==> src/rtl/vc_fifo_bank_if.sv <==
// Handshake and status bundle for vc_fifo_bank. Channel i occupies slice [i*W +: W] of every bus.
// The producer/arbiter side connects through master; the FIFO bank connects through slave.
interface vc_fifo_bank_if #(
  parameter int DATA_WIDTH = 6,
  parameter int ADDR_WIDTH = 4,
  parameter int NUM_VC     = 2
);
  logic [NUM_VC-1:0]            wr_enable;
  logic [NUM_VC*DATA_WIDTH-1:0] data_in;
  logic [NUM_VC-1:0]            rd_enable;
  logic [NUM_VC*ADDR_WIDTH-1:0] umbral_low;
  logic [NUM_VC*ADDR_WIDTH-1:0] umbral_high;
  logic [NUM_VC*DATA_WIDTH-1:0] data_out;
  logic [NUM_VC-1:0]            valid_out;
  logic [NUM_VC*DATA_WIDTH-1:0] head;
  logic [NUM_VC-1:0]            full;
  logic [NUM_VC-1:0]            empty;
  logic [NUM_VC-1:0]            almost_full;
  logic [NUM_VC-1:0]            almost_empty;
  logic [NUM_VC-1:0]            err_overflow;
  logic [NUM_VC-1:0]            err_underflow;

  modport master (
    output wr_enable, data_in, rd_enable, umbral_low, umbral_high,
    input  data_out, valid_out, head, full, empty, almost_full, almost_empty,
           err_overflow, err_underflow
  );

  modport slave (
    input  wr_enable, data_in, rd_enable, umbral_low, umbral_high,
    output data_out, valid_out, head, full, empty, almost_full, almost_empty,
           err_overflow, err_underflow
  );
endinterface

==> src/rtl/vc_fifo_bank.sv <==
// Bank of NUM_VC independent circular FIFOs with registered pop port, show-ahead head and sticky errors.
// Optional macro VC_FIFO_BYPASS_EN: a push+pop on an empty channel passes data_in straight to data_out.
module vc_fifo_bank #(
  parameter int DATA_WIDTH = 6,
  parameter int ADDR_WIDTH = 4,
  parameter int NUM_VC     = 2
) (
  input  logic            clk,
  input  logic            reset,
  input  logic            init,
  vc_fifo_bank_if.slave   bus
);
  localparam int DEPTH = 1 << ADDR_WIDTH;
  localparam int CW    = ADDR_WIDTH + 1;
  localparam logic [CW-1:0] CNT_FULL = CW'(DEPTH);

  logic clear;
  assign clear = !reset || !init;

  for (genvar v = 0; v < NUM_VC; v++) begin : g_vc
    logic [DATA_WIDTH-1:0] mem_q [DEPTH];
    logic [DATA_WIDTH-1:0] mem_d [DEPTH];
    logic [ADDR_WIDTH-1:0] wr_ptr_q, wr_ptr_d, rd_ptr_q, rd_ptr_d;
    logic [CW-1:0]         cnt_q, cnt_d;
    logic [DATA_WIDTH-1:0] data_out_q, data_out_d;
    logic                  valid_out_q, valid_out_d;
    logic                  err_ovf_q, err_ovf_d, err_udf_q, err_udf_d;

    logic                  wr, rd, is_full, is_empty, push_ok, pop_ok, bypass;
    logic [DATA_WIDTH-1:0] din;
    logic [ADDR_WIDTH-1:0] ul, uh;

    assign wr  = bus.wr_enable[v];
    assign rd  = bus.rd_enable[v];
    assign din = bus.data_in[v*DATA_WIDTH +: DATA_WIDTH];
    assign ul  = bus.umbral_low[v*ADDR_WIDTH +: ADDR_WIDTH];
    assign uh  = bus.umbral_high[v*ADDR_WIDTH +: ADDR_WIDTH];

    assign is_full  = (cnt_q == CNT_FULL);
    assign is_empty = (cnt_q == '0);
    assign pop_ok   = rd && !is_empty;
`ifdef VC_FIFO_BYPASS_EN
    assign bypass   = wr && rd && is_empty;
`else
    assign bypass   = 1'b0;
`endif
    // A pop frees the slot on a full channel, so the push may proceed in the same cycle.
    assign push_ok  = wr && (!is_full || pop_ok) && !bypass;

    always_comb begin
      mem_d       = mem_q;
      wr_ptr_d    = wr_ptr_q;
      rd_ptr_d    = rd_ptr_q;
      cnt_d       = cnt_q;
      data_out_d  = '0;
      valid_out_d = 1'b0;
      err_ovf_d   = err_ovf_q || (wr && is_full && !pop_ok);
      err_udf_d   = err_udf_q || (rd && is_empty && !bypass);

      if (push_ok) begin
        mem_d[wr_ptr_q] = din;
        wr_ptr_d        = wr_ptr_q + 1'b1;
      end
      if (pop_ok) begin
        data_out_d  = mem_q[rd_ptr_q];
        valid_out_d = 1'b1;
        rd_ptr_d    = rd_ptr_q + 1'b1;
      end else if (bypass) begin
        data_out_d  = din;
        valid_out_d = 1'b1;
      end

      case ({push_ok, pop_ok})
        2'b10:   cnt_d = cnt_q + 1'b1;
        2'b01:   cnt_d = cnt_q - 1'b1;
        default: cnt_d = cnt_q;
      endcase

      // NOTE: the synchronous clear lives in the next-state logic, so the flops below
      // stay plain non-blocking registers with no reset branch; clear wins over every input.
      if (clear) begin
        for (int i = 0; i < DEPTH; i++) mem_d[i] = '0;
        wr_ptr_d    = '0;
        rd_ptr_d    = '0;
        cnt_d       = '0;
        data_out_d  = '0;
        valid_out_d = 1'b0;
        err_ovf_d   = 1'b0;
        err_udf_d   = 1'b0;
      end
    end

    // NOTE: the storage words are cleared along with the pointers, which keeps them in
    // flops rather than a RAM macro; that is acceptable at this depth and width.
    always_ff @(posedge clk) begin
      mem_q       <= mem_d;
      wr_ptr_q    <= wr_ptr_d;
      rd_ptr_q    <= rd_ptr_d;
      cnt_q       <= cnt_d;
      data_out_q  <= data_out_d;
      valid_out_q <= valid_out_d;
      err_ovf_q   <= err_ovf_d;
      err_udf_q   <= err_udf_d;
    end

    assign bus.data_out[v*DATA_WIDTH +: DATA_WIDTH] = data_out_q;
    assign bus.head[v*DATA_WIDTH +: DATA_WIDTH]     = is_empty ? '0 : mem_q[rd_ptr_q];
    assign bus.valid_out[v]     = valid_out_q;
    assign bus.err_overflow[v]  = err_ovf_q;
    assign bus.err_underflow[v] = err_udf_q;

    // Status is forced to the cleared pattern while a clear is being applied.
    assign bus.full[v]         = !clear && is_full;
    assign bus.empty[v]        = clear || is_empty;
    assign bus.almost_full[v]  = !clear && !is_full && (cnt_q >= (CNT_FULL - {1'b0, uh}));
    assign bus.almost_empty[v] = !clear && !is_empty && (cnt_q <= {1'b0, ul});
  end
endmodule
==> src/flat_wrapper.sv <==
// flat-port wrapper written by rule: the top's interface ports become plain ports
module vc_fifo_bank_flat 
#(
  parameter int DATA_WIDTH = 6,
  parameter int ADDR_WIDTH = 4,
  parameter int NUM_VC     = 2
)
  (clk, reset, init, bus_wr_enable, bus_data_in, bus_rd_enable, bus_umbral_low, bus_umbral_high, bus_data_out, bus_valid_out, bus_head, bus_full, bus_empty, bus_almost_full, bus_almost_empty, bus_err_overflow, bus_err_underflow);
  vc_fifo_bank_if #(.DATA_WIDTH(DATA_WIDTH), .ADDR_WIDTH(ADDR_WIDTH), .NUM_VC(NUM_VC)) bus_i ();
  input  logic clk;
  input  logic reset;
  input  logic init;
  input wire logic [$bits(bus_i.wr_enable)-1:0] bus_wr_enable;
  input wire logic [$bits(bus_i.data_in)-1:0] bus_data_in;
  input wire logic [$bits(bus_i.rd_enable)-1:0] bus_rd_enable;
  input wire logic [$bits(bus_i.umbral_low)-1:0] bus_umbral_low;
  input wire logic [$bits(bus_i.umbral_high)-1:0] bus_umbral_high;
  output wire logic [$bits(bus_i.data_out)-1:0] bus_data_out;
  output wire logic [$bits(bus_i.valid_out)-1:0] bus_valid_out;
  output wire logic [$bits(bus_i.head)-1:0] bus_head;
  output wire logic [$bits(bus_i.full)-1:0] bus_full;
  output wire logic [$bits(bus_i.empty)-1:0] bus_empty;
  output wire logic [$bits(bus_i.almost_full)-1:0] bus_almost_full;
  output wire logic [$bits(bus_i.almost_empty)-1:0] bus_almost_empty;
  output wire logic [$bits(bus_i.err_overflow)-1:0] bus_err_overflow;
  output wire logic [$bits(bus_i.err_underflow)-1:0] bus_err_underflow;
  assign bus_i.wr_enable = bus_wr_enable;
  assign bus_i.data_in = bus_data_in;
  assign bus_i.rd_enable = bus_rd_enable;
  assign bus_i.umbral_low = bus_umbral_low;
  assign bus_i.umbral_high = bus_umbral_high;
  assign bus_data_out = bus_i.data_out;
  assign bus_valid_out = bus_i.valid_out;
  assign bus_head = bus_i.head;
  assign bus_full = bus_i.full;
  assign bus_empty = bus_i.empty;
  assign bus_almost_full = bus_i.almost_full;
  assign bus_almost_empty = bus_i.almost_empty;
  assign bus_err_overflow = bus_i.err_overflow;
  assign bus_err_underflow = bus_i.err_underflow;
  vc_fifo_bank #(.DATA_WIDTH(DATA_WIDTH), .ADDR_WIDTH(ADDR_WIDTH), .NUM_VC(NUM_VC)) u_core (.clk(clk), .reset(reset), .init(init), .bus(bus_i));
endmodule
==> config.mk <==
export PLATFORM = sky130hd
export DESIGN_NAME = vc_fifo_bank_flat
export DESIGN_NICKNAME = d
export VERILOG_FILES = /design/src/rtl/vc_fifo_bank_if.sv /design/src/rtl/vc_fifo_bank.sv /design/src/flat_wrapper.sv
export SDC_FILE = /design/constraint.sdc
export NUM_CORES = 1
export LEC_CHECK = 0
export BUFFER_PORTS_ARGS = -buffer_cell sky130_fd_sc_hd__buf_2
export CORE_ASPECT_RATIO = 1.75
export CORE_MARGIN = 2
export CORE_UTILIZATION = 40
export CTS_BUF_LIST = sky130_fd_sc_hd__clkbuf_4 sky130_fd_sc_hd__clkbuf_8
export CTS_CLUSTER_SIZE = 30
export DETAILED_ROUTE_END_ITERATION = 8
export PLACE_DENSITY = 0.58
export SYNTH_ARGS = -nofsm -noshare
export SYNTH_HDL_FRONTEND = slang
export SYNTH_SLANG_ARGS = --single-unit
==> constraint.sdc <==
create_clock -name clk -period 3.55 [get_ports clk]
set_input_delay 0.355 -clock clk [delete_from_list [all_inputs] [get_ports clk]]
set_output_delay 0.355 -clock clk [all_outputs]
set_load 0.01 [all_outputs]
==> impl_metrics.yaml <==
run_status:
  status: "finished clean"
timing:
  fmax_mhz: 336
  grt_setup_unrepaired: "false"
  relSlewSlack_pct: 30.3
  setup_viol: 0
  setup_tns_ns: 0
  final_hold_viol_count: 0
  worst_slew_pin_slew_ns: 1.04
  post-route-period-util_pct: 83.9
  slew_viol_final: 0
  worst_clock_skew_ns: 0.0319
  fin_crit_ns: 2.98
  timing.hold.ws_ns: 0.262
cts:
  cts_tree: "done"
  cts_buffers: 37
  htree_levels: 2
  clockBufferDepth: 3
  cts_root_buf: "clkbuf_8"
  postCtsSetupRepairBufs: 0
  hold_buffers: 0
  clk_latency_ns: 0.55
  cts_sinks: 236
  ctsResizeCount: 0
  clkTransAtPathRegs_ns: 0.07
yosys:
  async_flop_share_pct: 0
  synth-edff-count: 0
  synth_area_sq_mm: 0.0112
  synth_top_area_share_pct: 42.2
  synth.most_common_cell: "dfxtp_1"
  ys.flop_type: "dfxtp_1"
  synthTopCellsByCount: "236 x dfxtp_1, 127 x mux2i_1, 127 x nand2_1, 109 x o21ai_0, 108 x nand3_1"
  synthesis.nets: 1200
  synth_area_leaders: "dfxtp_1 42%, mux2i_1 11%, mux4_2 9.7%"
  ys_seq_elements: 236
  ys_seq_area_share_pct: 42.2
  syn_avg_cell_area_sq_um: 9.93
  synthCells: 1127
  synth_cell_types: 46
  ys.warnings.count: 0
  yosysTopAreaCell: "dfxtp_1"
power_and_ir_drop:
  power_frac_seq_pct: 51.4
  clkPwrFrac_pct: 42.2
  p_sw_share_pct: 24.0
  vdd_drop_max_mv: 0.356
  leakage_nw: 4.36
  comb_power_share_pct: 6.4
  power_density_mw_per_mm2: 417
  p_int_mw: 3.96
  p_sw_mw: 1.25
worst_setup_path:
  crit_arrival_ns: 2.62
  r2r_slack_ns: 0.59
  critPathCaptureType: "output pin"
  worstSetupPathType: "reg -> out"
  path_max_fanout: 14
  startpoint: "u_core.g_vc[1].rd_ptr_q[1]"
  startpoint_type: "flop"
  cp.required_ns: 3.19
  worstReg2RegStart: "u_core.g_vc[0].cnt_q[2]"
floorplan:
  dieArea_sq_mm: 0.0294
  ioPinCount: 73
  die_h_um: 225
  die_w_um: 130
  core_area_sq_mm: 0.0278
  rows: 81
  start_util_pct: 40.3
routing:
  first_iter_violations: 415
  first_pass_iters: 4
  dr_total_vias: 8176
  wl_mm: 27.0
  antenna_left: 0
  vias_per_cell: 5.27
  wl_per_cell_um: 17.4
  post-route-drc-count: 0
placed_design:
  hpwl_mm: 18.9
  numPortBuffers: 72
  gp_routability_congestion: 0.779
global_route:
  overflow: 0
  first_global_vias: 8302
  grt_usage_pct: 19.1
  antenna_found_initial: 2
  grt_pass1_wl_mm: 43.8
  grt_max_degree: 91
min_path:
  min_from: "bus_wr_enable[1]"
  hold_class: "in -> reg"
final_layout:
  area_growth_pct: 11.6
  drive_gt1_share_pct: 20.6
  nNetsFinal: 1236
flow_run:
  maxCapViolCount: 0
registers in the layout (all words and copies together), names as in the netlist:
signal                   count
u_core.g_vc.wr_ptr_q         8
u_core.g_vc.rd_ptr_q         8
u_core.g_vc.err_udf_q        2
u_core.g_vc.valid_out_q      2
u_core.g_vc.err_ovf_q        2
u_core.g_vc.mem_q          192
u_core.g_vc.data_out_q      12
u_core.g_vc.cnt_q           10
worst paths after layout:
path / endpoint / depth (start not counted)
worst min-delay path: u_core.g_vc[1].err_ovf_q / 3
worst max register to register: u_core.g_vc[0].cnt_q[2] / 9
worst min register to register: u_core.g_vc[0].mem_q[66] / 2
worst max-delay path: bus_head[7] / 6
logic make-up after synthesis:
family          share of synthesized area (%)
buf+inv                                  4.88
flops                                    42.2
xor+xnor                                 1.41
mux                                      22.2
fa+ha+maj                                4.31
simple gates                             15.8
compound gates                           9.15
layout by cell type (no fill, tap or decap), types with 3 or more instances in the layout:
cell type and n:
nor3_1 5, or4_1 5, o21ai_0 109, dfxtp_1 234, clkbuf_8 40, inv_1 27, xor2_1 14, nand4_1 3
nor3_4 8, or3_1 3, a21oi_1 19, buf_4 26, nand3_1 108, nand2_1 127, mux2_2 12, o211ai_1 6
mux2i_1 127, mux4_2 48, xnor2_1 4, nor4bb_1 8, clkbuf_4 9, buf_2 72, o31ai_1 8, ha_1 37
nand2b_1 9, nor3_2 6, o31ai_2 8, and4_1 8, nor2_1 54
worst max-delay path, stage by stage (launching register included):
cell and delay (ns):
dfxtp_2 0.68, buf_12 0.24, mux4_2 0.56, mux2i_1 0.18
mux2_2 0.20, nor2_1 0.04, buf_2 0.16
routing by layer:
metal | track usage, % | routed length [um]
met1 | 20.9 | 10600
met2 | 36.6 | 15000
met3 | 2.85 | 738
met4 | 6.25 | 705
met5 | 0 | 0
metrics by stage:
| stage | util, % | cells | instance area, sq um | setup slack, ns | total power [mW] |
|---|---|---|---|---|---|
| floorplan | - | 1127 | 11200 | 0.515 | 2.96 |
| global placement | 42.6 | 1497 | 11800 | 0.605 | 3.07 |
| detailed placement | 42.6 | 1497 | 11800 | 0.582 | 3.07 |
| CTS | 45.0 | 1550 | 12500 | 0.520 | 5.29 |
| global route | 45.0 | 1552 | 12500 | 0.296 | 5.43 |
| finish | 45.0 | 1552 | 12500 | 0.572 | 5.21 |
final cells by class:
class                   instances  area, sq um
fillers                      2729        15300
repair buffers                100          596
clock buffers                  49          618
multi-input cells             761         5930
inverters                      27          101
clock inverters                 4         50.0
well taps                     373          467
flip-flops and latches        236         4730
diodes                          2         5.00
power by group through the flow:
stage,Combinational (mW),Sequential [mW],Clock [mW]
finish,0.332,2.68,2.20
global route,0.373,2.68,2.38
CTS,0.337,2.68,2.28
detailed placement,0.335,2.74,0
global placement,0.332,2.74,0
floorplan,0.231,2.73,0
(Power assumes the default switching activity.)
